**src/rtl/monta_carga_entradas_if.sv**
```systemverilog
// Signal bundle between the raw elevator inputs and the controller-facing clean levels.
// The master side drives the raw buttons/switches; the slave side is the conditioning stage.
interface monta_carga_entradas_if;
    logic p1_in;
    logic p2_in;
    logic p3_in;
    logic fc1_in;
    logic fc2_in;
    logic fc3_in;
    logic sp_in;
    logic P1;
    logic P2;
    logic P3;
    logic FC1;
    logic FC2;
    logic FC3;
    logic SP;
    logic fault;

    modport master (
        output p1_in, p2_in, p3_in, fc1_in, fc2_in, fc3_in, sp_in,
        input  P1, P2, P3, FC1, FC2, FC3, SP, fault
    );

    modport slave (
        input  p1_in, p2_in, p3_in, fc1_in, fc2_in, fc3_in, sp_in,
        output P1, P2, P3, FC1, FC2, FC3, SP, fault
    );
endinterface

```
**src/rtl/monta_carga_entradas.sv**
```systemverilog
// Input conditioning for the freight-elevator controller: synchronize, debounce,
// latch floor calls until served, and flag contradictory limit-switch states.
module monta_carga_entradas #(
    parameter int DEB_CYCLES = 40000,
    parameter int CNT_W      = 16
) (
    input  logic                  clk,
    input  logic                  reset,
    monta_carga_entradas_if.slave bus
);
    localparam int               N_IN     = 7;
    localparam logic [CNT_W-1:0] CNT_LAST = CNT_W'(DEB_CYCLES - 1);
    localparam logic [CNT_W-1:0] CNT_ONE  = CNT_W'(1);

    // Bit order: [2:0] buttons p1..p3, [5:3] limit switches fc1..fc3, [6] overweight.
    logic [N_IN-1:0]  raw;
    logic [N_IN-1:0]  s1_q;
    logic [N_IN-1:0]  s1_d;
    logic [N_IN-1:0]  s2_q;
    logic [N_IN-1:0]  s2_d;
    logic [N_IN-1:0]  db_q;
    logic [N_IN-1:0]  db_d;
    logic [CNT_W-1:0] cnt_q [N_IN];
    logic [CNT_W-1:0] cnt_d [N_IN];
    logic [2:0]       req_q;
    logic [2:0]       req_d;
    logic             fault_q;
    logic             fault_d;
    logic [2:0]       press;
    logic [2:0]       fc_d;
    logic             sp_d;

    assign raw = {bus.sp_in, bus.fc3_in, bus.fc2_in, bus.fc1_in,
                  bus.p3_in, bus.p2_in, bus.p1_in};

    always_comb begin
        s1_d = raw;
        s2_d = s1_q;
        db_d = db_q;
        for (int i = 0; i < N_IN; i++) begin
            cnt_d[i] = '0;
            if (s2_q[i] != db_q[i]) begin
                if (cnt_q[i] == CNT_LAST) begin
                    db_d[i] = s2_q[i];
                end else begin
                    cnt_d[i] = cnt_q[i] + CNT_ONE;
                end
            end
        end
    end

    // Call and fault logic look at the debounced values being loaded this edge,
    // so a clear or abort lands on the same edge the FC/SP output changes.
    always_comb begin
        fc_d    = db_d[5:3];
        sp_d    = db_d[6];
        fault_d = (fc_d[0] & fc_d[1]) | (fc_d[0] & fc_d[2]) | (fc_d[1] & fc_d[2]);
        press   = db_d[2:0] & ~db_q[2:0];
        req_d   = req_q;
        for (int i = 0; i < 3; i++) begin
            if (fc_d[i]) begin
                req_d[i] = 1'b0;
            end else if (sp_d) begin
                req_d[i] = 1'b0;
            end else if (press[i] && !fault_d) begin
                req_d[i] = 1'b1;
            end
        end
    end

    always_ff @(posedge clk or negedge reset) begin
        if (!reset) begin
            s1_q    <= '0;
            s2_q    <= '0;
            db_q    <= '0;
            req_q   <= '0;
            fault_q <= 1'b0;
            for (int i = 0; i < N_IN; i++) begin
                cnt_q[i] <= '0;
            end
        end else begin
            s1_q    <= s1_d;
            s2_q    <= s2_d;
            db_q    <= db_d;
            req_q   <= req_d;
            fault_q <= fault_d;
            for (int i = 0; i < N_IN; i++) begin
                cnt_q[i] <= cnt_d[i];
            end
        end
    end

    assign bus.P1    = req_q[0];
    assign bus.P2    = req_q[1];
    assign bus.P3    = req_q[2];
    assign bus.FC1   = db_q[3];
    assign bus.FC2   = db_q[4];
    assign bus.FC3   = db_q[5];
    assign bus.SP    = db_q[6];
    assign bus.fault = fault_q;
endmodule

```
**src/flat_wrapper.sv**
```systemverilog
// flat-port wrapper written by rule: the top's interface ports become plain ports
module monta_carga_entradas_flat 
#(
    parameter int DEB_CYCLES = 40000,
    parameter int CNT_W      = 16
)
  (clk, reset, bus_p1_in, bus_p2_in, bus_p3_in, bus_fc1_in, bus_fc2_in, bus_fc3_in, bus_sp_in, bus_P1, bus_P2, bus_P3, bus_FC1, bus_FC2, bus_FC3, bus_SP, bus_fault);
  monta_carga_entradas_if bus_i ();
  input  logic clk;
  input  logic reset;
  input wire logic [$bits(bus_i.p1_in)-1:0] bus_p1_in;
  input wire logic [$bits(bus_i.p2_in)-1:0] bus_p2_in;
  input wire logic [$bits(bus_i.p3_in)-1:0] bus_p3_in;
  input wire logic [$bits(bus_i.fc1_in)-1:0] bus_fc1_in;
  input wire logic [$bits(bus_i.fc2_in)-1:0] bus_fc2_in;
  input wire logic [$bits(bus_i.fc3_in)-1:0] bus_fc3_in;
  input wire logic [$bits(bus_i.sp_in)-1:0] bus_sp_in;
  output wire logic [$bits(bus_i.P1)-1:0] bus_P1;
  output wire logic [$bits(bus_i.P2)-1:0] bus_P2;
  output wire logic [$bits(bus_i.P3)-1:0] bus_P3;
  output wire logic [$bits(bus_i.FC1)-1:0] bus_FC1;
  output wire logic [$bits(bus_i.FC2)-1:0] bus_FC2;
  output wire logic [$bits(bus_i.FC3)-1:0] bus_FC3;
  output wire logic [$bits(bus_i.SP)-1:0] bus_SP;
  output wire logic [$bits(bus_i.fault)-1:0] bus_fault;
  assign bus_i.p1_in = bus_p1_in;
  assign bus_i.p2_in = bus_p2_in;
  assign bus_i.p3_in = bus_p3_in;
  assign bus_i.fc1_in = bus_fc1_in;
  assign bus_i.fc2_in = bus_fc2_in;
  assign bus_i.fc3_in = bus_fc3_in;
  assign bus_i.sp_in = bus_sp_in;
  assign bus_P1 = bus_i.P1;
  assign bus_P2 = bus_i.P2;
  assign bus_P3 = bus_i.P3;
  assign bus_FC1 = bus_i.FC1;
  assign bus_FC2 = bus_i.FC2;
  assign bus_FC3 = bus_i.FC3;
  assign bus_SP = bus_i.SP;
  assign bus_fault = bus_i.fault;
  monta_carga_entradas #(.DEB_CYCLES(DEB_CYCLES), .CNT_W(CNT_W)) u_core (.clk(clk), .reset(reset), .bus(bus_i));
endmodule
```
**config.mk**
```make
export PLATFORM = sky130hd
export DESIGN_NAME = monta_carga_entradas_flat
export DESIGN_NICKNAME = d
export VERILOG_FILES = /design/src/rtl/monta_carga_entradas_if.sv /design/src/rtl/monta_carga_entradas.sv /design/src/flat_wrapper.sv
export SDC_FILE = /design/constraint.sdc
export NUM_CORES = 1
export LEC_CHECK = 0
export ABC_AREA = 1
export BUFFER_PORTS_ARGS = -buffer_cell sky130_fd_sc_hd__buf_4
export CORE_ASPECT_RATIO = 2
export CORE_MARGIN = 2
export CORE_UTILIZATION = 40
export CTS_BUF_LIST = sky130_fd_sc_hd__clkbuf_8
export DETAILED_ROUTE_END_ITERATION = 7
export SLEW_MARGIN = 20
export SYNTH_ARGS = -nofsm -noshare
export SYNTH_HDL_FRONTEND = slang
export SYNTH_SLANG_ARGS = --single-unit
```
**constraint.sdc**
```tcl
create_clock -name clk -period 4.9 [get_ports clk]
set_clock_uncertainty 0.1 [all_clocks]
set_input_delay 0.245 -clock clk [delete_from_list [all_inputs] [get_ports clk]]
set_output_delay 0.245 -clock clk [all_outputs]
set_load 0.03 [all_outputs]
```
==> metrics, run 1 <==
f_max 535 MHz; Synth Net Count 794; Post-synth top cells dfrtp_1, nand2_1, nor2_1; nets@finish 838; clock latency on the worst-skew pair 450 ps; top-count cell post-synth dfrtp_1; clk sinks 137; footprint of the multi-input gates 2930 um^2; share of cells above drive strength 1 0.158; R2R Path End u_core.req_q[1]$_DFFE_PN0P_; Yosys top cell area share 0.506; pwr/cell area 287 nW/um^2; design area 7640 um^2; core area 16700 um^2; Max Cap Viol 0; register area share after synthesis 0.506; CP Capture Point u_core.req_q[1]$_DFFE_PN0P_; first-pass GRT wire length 23.6 mm; worst path required time 5190 ps; status complete, no violations; Setup crit start kind flip-flop; antenna violation net count after detailed routing 0; Max VDD drop 0.165 mV; Die H 188 um; crit path from u_core.cnt_q[80]$_DFF_PN0_; die width 96.0 um; Worst-Margin Slew 904 ps; Rel. slew slack 0.397; Post-Syn Instances 778; register bit total from synthesis 137; Placed Area 7160 um^2; shortest period the worst path allows 1870 ps; Tcrit/Tclk final 0.382; initial core utilization 0.406; Port Buffer Count 16; CTS clk-pin slew, worst paths 90 ps; final hold slack 254 ps; synth top area cells dfrtp_1, nand2_1, nor2_1, inv_1, xor2_1; DRC violations left 0; worst hold path type flip-flop to flip-flop; DIE AREA 18000 um^2; critical path endpoint category flip-flop; Hold Vio Cnt, Final 0; FP Rows 67; worst path arrival time 2160 ps; vias in the first global route 5215; worst reg2reg path startpoint u_core.cnt_q[80]$_DFF_PN0_; setup tns final 0 ps; RSZ-0062 raised after global routing false; post-synth top area cell dfrtp_1; critical path type flip-flop to flip-flop; TritonCTS clock tree done; initial antenna violation count 0; Slew Viols, Final 0; leak pwr 3.42 nW; final setup vio count 0; number of top-level pins 17; GP Congestion 0.851; Avg Inst Size Synth 8.70 um^2; Via-to-Cell Ratio 4.91; Post-CTS Resized 0; clk buf depth 2; CTS buffer count 17; WL final 13.6 mm; Most used DFF post-synth dfrtp_1; Post-synth EDFFs 0; Syn-to-layout area delta 12.9%; Clock H-tree levels 4; Synth Warn # 0; reg-to-reg setup timing slack 3030 ps; Total GRT Usage 0.167; Routed WL per cell 13.1 um; hpwl dp 10.0 mm; drt initial violations 157; Synth async-reset ratio 1.00; Synth Cell Area 6770 um^2; worst reg2reg path depth 9; GR Overflow Total 0; Yosys cell types 40; largest net degree at the start of global routing 100; Critical Path Fanout Max 3; # diodes 0; Root Buffer clkbuf_8; flip-flop and latch area 3430 um^2; routed vias 5115; # fillers 1639; DR pass1 iterations 4
[worst max-delay path, cell delays in order, from the launching register on]
cell	delay, ps
dfrtp_1	370
ha_1	210
nand3_2	130
nor2_2	150
nand2_2	90
nor3_2	220
nand2_1	100
nor2_1	230
nand2_1	100
a21oi_2	110
[through the flow]
stage	setup WS, ps	std cells	utilization	power [mW]
floorplan	3310	778	-	1.23
global placement	3040	1002	0.429	1.27
detailed placement	3020	1002	0.429	1.27
CTS	3010	1042	0.458	2.23
global route	2830	1042	0.458	2.29
finish	3030	1042	0.458	2.19
[where the power goes]
part / total (mW) / switching (mW) / internal, mW
registers: 1.16 / 0.0150 / 1.15
logic: 0.0839 / 0.0560 / 0.0279
clock network: 0.944 / 0.482 / 0.462
[logic make-up (layout without fill, tap and decap cells)]
group           after synthesis  in the layout  share of synthesized area
compound gates               75             75                     0.0643
fa+ha+maj                     7              7                     0.0129
buf+inv                     110            167                     0.0610
xor+xnor                     39             39                     0.0505
simple gates                410            410                      0.305
flops                       137            137                      0.506
[routing by layer]
layer,track usage,vias up,routed length (um)
met5,0,-,0
met4,0.0868,0,441
met3,0.0337,30,247
met2,0.295,61,7490
met1,0.182,2435,5420
li1,-,2589,-
[placed cells by master (no fill, tap or decap), drive strengths merged, types with 4 or more instances in the layout]
cell type	netlist	final
ha	7	7
nor3	37	37
a21oi	37	37
and3	5	5
o21ai	18	18
nor3b	13	13
clkinvlp	0	4
xor2	32	32
nor4	11	11
nand3	42	42
buf	0	17
nor2	136	136
clkbuf	0	17
o21a	8	8
nand4	14	14
dlygate4sd3	0	8
inv	110	117
xnor2	7	7
nand2	150	150
a31oi	4	4
dfrtp	137	137
[worst min path at each step]
stage	slack, ps	startpoint	cells after the start	end
after CTS	250	u_core.s1_q[1]$_DFF_PN0_	0	u_core.s2_q[1]$_DFF_PN0_
after global routing	260	u_core.s1_q[2]$_DFF_PN0_	0	u_core.s2_q[2]$_DFF_PN0_
after floorplan	-150	reset	0	u_core.bus.fault$_DFF_PN0_
after detailed placement	230	u_core.s1_q[1]$_DFF_PN0_	0	u_core.s2_q[1]$_DFF_PN0_
after global placement	230	u_core.s1_q[2]$_DFF_PN0_	0	u_core.s2_q[2]$_DFF_PN0_
final	250	u_core.s1_q[0]$_DFF_PN0_	0	u_core.s2_q[0]$_DFF_PN0_
[sequential cells by signal (all words and copies together), names as in the netlist]
name              flops
u_core.db_q           7
u_core.bus.fault      1
u_core.cnt_q        112
u_core.req_q          3
u_core.s1_q           7
u_core.s2_q           7
[area by class of cell]
type,instances,share of cell area
Clock buffer,17,0.0306
Clock inverter,15,0.0218
Inverter,110,0.0540
Multi-Input combinational cell,531,0.383
Sequential cell,137,0.449
Tap cell,207,0.0339
Timing Repair Buffer,25,0.0277
[what timing repair did]
action	CTS	global route
hold buffers	8	0
hold endpoints to repair	105	0
buffers inserted	0	0
(Power assumes the default switching activity.)
==> run 2, diff against run 1 <==
==> constraint.sdc (replaced) <==
create_clock -name clk -period 1.8 [get_ports clk]
set_clock_uncertainty 0.1 [all_clocks]
set_input_delay 0.09 -clock clk [delete_from_list [all_inputs] [get_ports clk]]
set_output_delay 0.09 -clock clk [all_outputs]
set_load 0.03 [all_outputs]
==> run 2 against run 1 <==
  * Global-route usage grew 0.65 points
  * Sequential cell count is the same
  * Maximum frequency grew 7.3%
  * Worst setup slack lost 3000 ps
  * Cell count grew 4.0%
  * Combinational power grew to 3.5 times the previous value
  * Utilization grew 3.5 points
  * Count of clock-buffer cells in the layout grew 4
  * Worst hold slack lost 66 ps
  * Register-to-register slack lost 3000 ps
  * Via count grew 3.9%
  * Largest power group unchanged
==> metrics, run 2 (synthesized netlist as in run 1, its figures left out) <==
nets@finish 880; Largest register FFs 112; GP Congestion 0.833; worst path arrival time 1960 ps; hpwl dp 10.5 mm; first-pass GRT wire length 24.4 mm; shortest period the worst path allows 1740 ps; CTS clk-pin slew, worst paths 90 ps; DRC violations left 0; hold depth 2; number of top-level pins 17; final setup vio count 0; DR pass1 iterations 5; Final Non-Filler Cells 1084; share of cells above drive strength 1 0.227; Tcrit/Tclk final 0.968; Die H 188 um; initial antenna violation count 0; clk sinks 137; FP Rows 67; combinational share of power 0.048; initial core utilization 0.406; largest net degree at the start of global routing 53; Max VDD drop 0.407 mV; CTS buffer count 17; TritonCTS clock tree done; worst hold path type input port to flip-flop; Int Pwr 4.65 mW; Via-to-Cell Ratio 4.90; Critical Path Fanout Max 5; critical path endpoint category flip-flop; register share of total power 0.520; commonest cells after routing, fill and taps aside dfrtp_1, nand2_1, nor2_1; worst path required time 2020 ps; # diodes 0; drt initial violations 166; Rel. slew slack 0.761; reg-to-reg setup timing slack 60 ps; Worst Hold Path EP u_core.s1_q[1]$_DFF_PN0_; Routed WL per cell 13.2 um; Port Buffer Count 16; clock power share 0.433; WL final 14.3 mm; DP Cell Count 1021; Clock H-tree levels 4; status complete, no violations; switching component of the power 1.46 mW; worst reg2reg path depth 8; setup tns final 0 ps; DIE AREA 18000 um^2; worst reg2reg path startpoint u_core.cnt_q[1]$_DFF_PN0_; Hold Vio Cnt, Final 0; switching power share of the total 0.239; critical path type flip-flop to flip-flop; Worst-Margin Slew 357 ps; Total GRT Usage 0.174; Worst Hold Launch bus_p2_in; GR Overflow Total 0; # fillers 1568; final hold slack 188 ps; Root Buffer clkbuf_8; RSZ-0062 raised after global routing true; commonest non-fill, non-tap cell in the layout dfrtp_1; Syn-to-layout area delta 21.5%; Tot Pwr 6.12 mW; die width 96.0 um; clk buf depth 2; leak pwr 3.75 nW; Slew Viols, Final 0; R2R Path End u_core.cnt_q[12]$_DFF_PN0_; antenna violation net count after detailed routing 0; f_max 574 MHz; Setup crit start kind flip-flop; Max Cap Viol 0; routed vias 5315; pwr/cell area 744 nW/um^2; core area 16700 um^2; most flop-heavy register u_core.cnt_q; clock latency on the worst-skew pair 450 ps; vias in the first global route 5407
-- run 2: power groups by stage --
stage / combinational (mW) / clock, mW / sequential, mW
final: 0.292 / 2.65 / 3.18
after global routing: 0.341 / 2.88 / 3.18
after CTS: 0.268 / 2.74 / 3.17
after detailed placement: 0.249 / 0 / 3.23
after global placement: 0.247 / 0 / 3.23
after floorplan: 0.113 / 0 / 3.22
-- run 2: worst max-delay path by stage --
stage / from / end
detailed placement: u_core.cnt_q[96]$_DFF_PN0_ / u_core.cnt_q[106]$_DFF_PN0_
finish: u_core.cnt_q[1]$_DFF_PN0_ / u_core.cnt_q[12]$_DFF_PN0_
global route: u_core.cnt_q[48]$_DFF_PN0_ / u_core.cnt_q[63]$_DFF_PN0_
global placement: u_core.cnt_q[80]$_DFF_PN0_ / u_core.req_q[1]$_DFFE_PN0P_
floorplan: u_core.cnt_q[96]$_DFF_PN0_ / u_core.cnt_q[106]$_DFF_PN0_
CTS: u_core.cnt_q[80]$_DFF_PN0_ / u_core.req_q[1]$_DFFE_PN0P_
-- run 2: worst max-delay path, stage by stage (launching register included) --
cell	delay [ps]
dfrtp_1	430
ha_4	180
nand3_4	80
nor3_4	290
nand2_2	130
nor2_4	150
nand2_1	90
nor2_2	120
a211oi_2	40
-- run 2: layout make-up --
class,instances,area [um^2],share of cell area
tap,207,259,0.0315
sequential,137,3430,0.417
clock buffer,21,289,0.0351
inverter,110,413,0.0502
multi-input combinational,531,3140,0.382
timing repair buffer,67,554,0.0674
clock inverter,11,136,0.0166
-- run 2: per-layer routing --
metal | wire length [um] | track usage | up-vias
met3 | 303 | 0.0297 | 26
met2 | 8360 | 0.325 | 67
met4 | 350 | 0.0797 | 0
met5 | 0 | 0 | -
met1 | 5300 | 0.180 | 2542
li1 | - | - | 2680
-- run 2: repair_timing --
item / CTS / global route
hold buffers: 9 / 1
pin swaps: 0 / 20
gates resized for setup: 2 / 45
hold endpoints to repair: 144 / 20
setup endpoints to repair: 6 / 73
buffers inserted: 0 / 22
-- run 2: metrics by stage --
stage	setup slack, ps	util	area, um^2
2_1_floorplan	207	-	6770
3_3_place_gp	27.2	0.439	7330
3_5_place_dp	-21.0	0.439	7330
4_1_cts	2.40	0.471	7850
5_1_grt	-77.7	0.493	8230
6_report	57.1	0.493	8230
==> run 3, diff against run 2 <==
--- a/config.mk
+++ b/config.mk
@@ -6,12 +6,12 @@
 export NUM_CORES = 1
 export LEC_CHECK = 0
 export ABC_AREA = 1
-export BUFFER_PORTS_ARGS = -buffer_cell sky130_fd_sc_hd__buf_4
 export CORE_ASPECT_RATIO = 2
 export CORE_MARGIN = 2
 export CORE_UTILIZATION = 40
 export CTS_BUF_LIST = sky130_fd_sc_hd__clkbuf_8
 export DETAILED_ROUTE_END_ITERATION = 7
+export DONT_BUFFER_PORTS = 1
 export SLEW_MARGIN = 20
 export SYNTH_ARGS = -nofsm -noshare
 export SYNTH_HDL_FRONTEND = slang
==> run 3 against run 2 <==
  * The flow now finishes with violations (hold timing)
  * Count of clock-buffer cells in the layout is 3 lower
  * Worst hold slack worse by 940 ps
  * Sequential power hardly changed
  * First-iteration DRC count is 27% higher
  * Wire length is 1.7% lower
  * Utilization is 0.53 points lower
  * Cell count is 0.65% lower
  * Maximum frequency is 0.24% lower
  * Register-to-register slack hardly changed
  * Critical path type unchanged
==> metrics, run 3 (synthesized netlist as in run 1, its figures left out) <==
slowest stage cell, crit path dfrtp_1; Hold Vio Cnt, Final 137; CTS Hold Buffers Added 7; critical path type flip-flop to flip-flop; share of cells above drive strength 1 0.221; crit-path cells buf_6, nand3_4, nor3_4, nand4_1, nor2_2, buf_4, nand2_1, nand2_1, a21oi_2; Final Non-Filler Cells 1077; drt initial violations 210; WL final 14.1 mm; max incr delay on CP 430 ps; TritonCTS clock tree done; Slew Viols, Final 0; commonest cells after routing, fill and taps aside dfrtp_1, nand2_1, nor2_1; Critical Path Fanout Max 3; Tcrit/Tclk final 0.971; die width 96.0 um; number of top-level pins 17; Largest register FFs 112; DP Cell Count 1008; cell family with most CP delay simple AND/OR/NAND/NOR gates; antenna violation net count after detailed routing 0; clk buf depth 2; Worst-Margin Slew 363 ps; worst path required time 2030 ps; buffers and inverters on the worst path 2; clock latency on the worst-skew pair 440 ps; most flop-heavy register u_core.cnt_q; Port Buffer Count 0; Clock H-tree levels 4; CTS clk-pin slew, worst paths 80 ps; RSZ-0062 raised after global routing true; f_max 572 MHz; clk sinks 137; nets@finish 873; failing checks hold timing; Die H 188 um; shortest period the worst path allows 1750 ps; Top cell by count, worst path nand2_1; GR Overflow Total 0; Rel. slew slack 0.756; FP Rows 67; design area 8140 um^2; Max VDD drop 0.535 mV; Tot Pwr 6.12 mW; DRC violations left 0; core area 16700 um^2; # diodes 0; final hold slack -757 ps; hpwl dp 10.0 mm; DIE AREA 18000 um^2; initial core utilization 0.406; leak pwr 3.70 nW; # fillers 1593; Setup crit start kind flip-flop; worst path arrival time 1980 ps; Root Buffer clkbuf_8; Routed WL per cell 13.1 um; Max Cap Viol 0; first-pass GRT wire length 23.6 mm; final setup vio count 0; Syn-to-layout area delta 20.2%; DR pass1 iterations 4; Via-to-Cell Ratio 4.90; routed vias 5279; vias in the first global route 5345; worst hold path type input port to async pin; pwr/cell area 752 nW/um^2; initial antenna violation count 0; CTS buffer count 17; Core Util, Final 0.488; GP Congestion 0.862; critical path endpoint category flip-flop; largest net degree at the start of global routing 138; status complete, but fails checks; Placed Area 7200 um^2; Total GRT Usage 0.168; commonest non-fill, non-tap cell in the layout dfrtp_1
[run 3: power breakdown]
| group | total [mW] | switching [mW] | internal [mW] |
|---|---|---|---|
| Combinational | 0.214 | 0.107 | 0.107 |
| Sequential | 3.18 | 0.0510 | 3.13 |
| Clock | 2.73 | 1.29 | 1.44 |
| Total | 6.12 | 1.44 | 4.68 |
[run 3: final cells by class]
class / instances / area [um^2] / area share
flip-flops and latches: 137 / 3430 / 0.421
multi-input cells: 531 / 3130 / 0.385
repair buffers: 60 / 472 / 0.0580
inverters: 110 / 413 / 0.0507
well taps: 207 / 259 / 0.0318
clock buffers: 18 / 248 / 0.0304
clock inverters: 14 / 185 / 0.0228
[run 3: path summary, 6_finish.rpt]
kind                       cells after the start                         end  slack [ps]                       start
max                                            9  u_core.cnt_q[43]$_DFF_PN0_          50  u_core.cnt_q[32]$_DFF_PN0_
min                                            0  u_core.cnt_q[75]$_DFF_PN0_        -760                       reset
max reg2reg                                    9  u_core.cnt_q[43]$_DFF_PN0_          50  u_core.cnt_q[32]$_DFF_PN0_
min reg2reg                                    0    u_core.s2_q[2]$_DFF_PN0_         250    u_core.s1_q[2]$_DFF_PN0_
max in group asynchronous                      0  u_core.cnt_q[39]$_DFF_PN0_        2080                       reset
min in group clk                               1    u_core.s1_q[2]$_DFF_PN0_         100                   bus_p3_in
[run 3: what timing repair did]
action | CTS | global route
endpoints found under the hold margin | 144 | 137
buffers inserted | 0 | 30
pin swaps | 0 | 18
setup endpoints to repair | 5 | 40
gates resized for setup | 3 | 41
gates cloned | 0 | 0
[run 3: layer usage]
| metal | global-route usage | vias up | wire, um |
|---|---|---|---|
| met4 | 0.0753 | 0 | 312 |
| met2 | 0.307 | 68 | 7970 |
| met3 | 0.0350 | 23 | 406 |
| met1 | 0.176 | 2524 | 5370 |
| li1 | - | 2664 | - |
| met5 | 0 | - | 0 |
[run 3: through the flow]
step	TNS, ps	setup WS, ps
6_report	0	52.9
5_1_grt	-366	-44.9
4_1_cts	0	18.9
3_5_place_dp	-29.4	-15.3
3_3_place_gp	-2.12	-2.12
2_1_floorplan	0	207
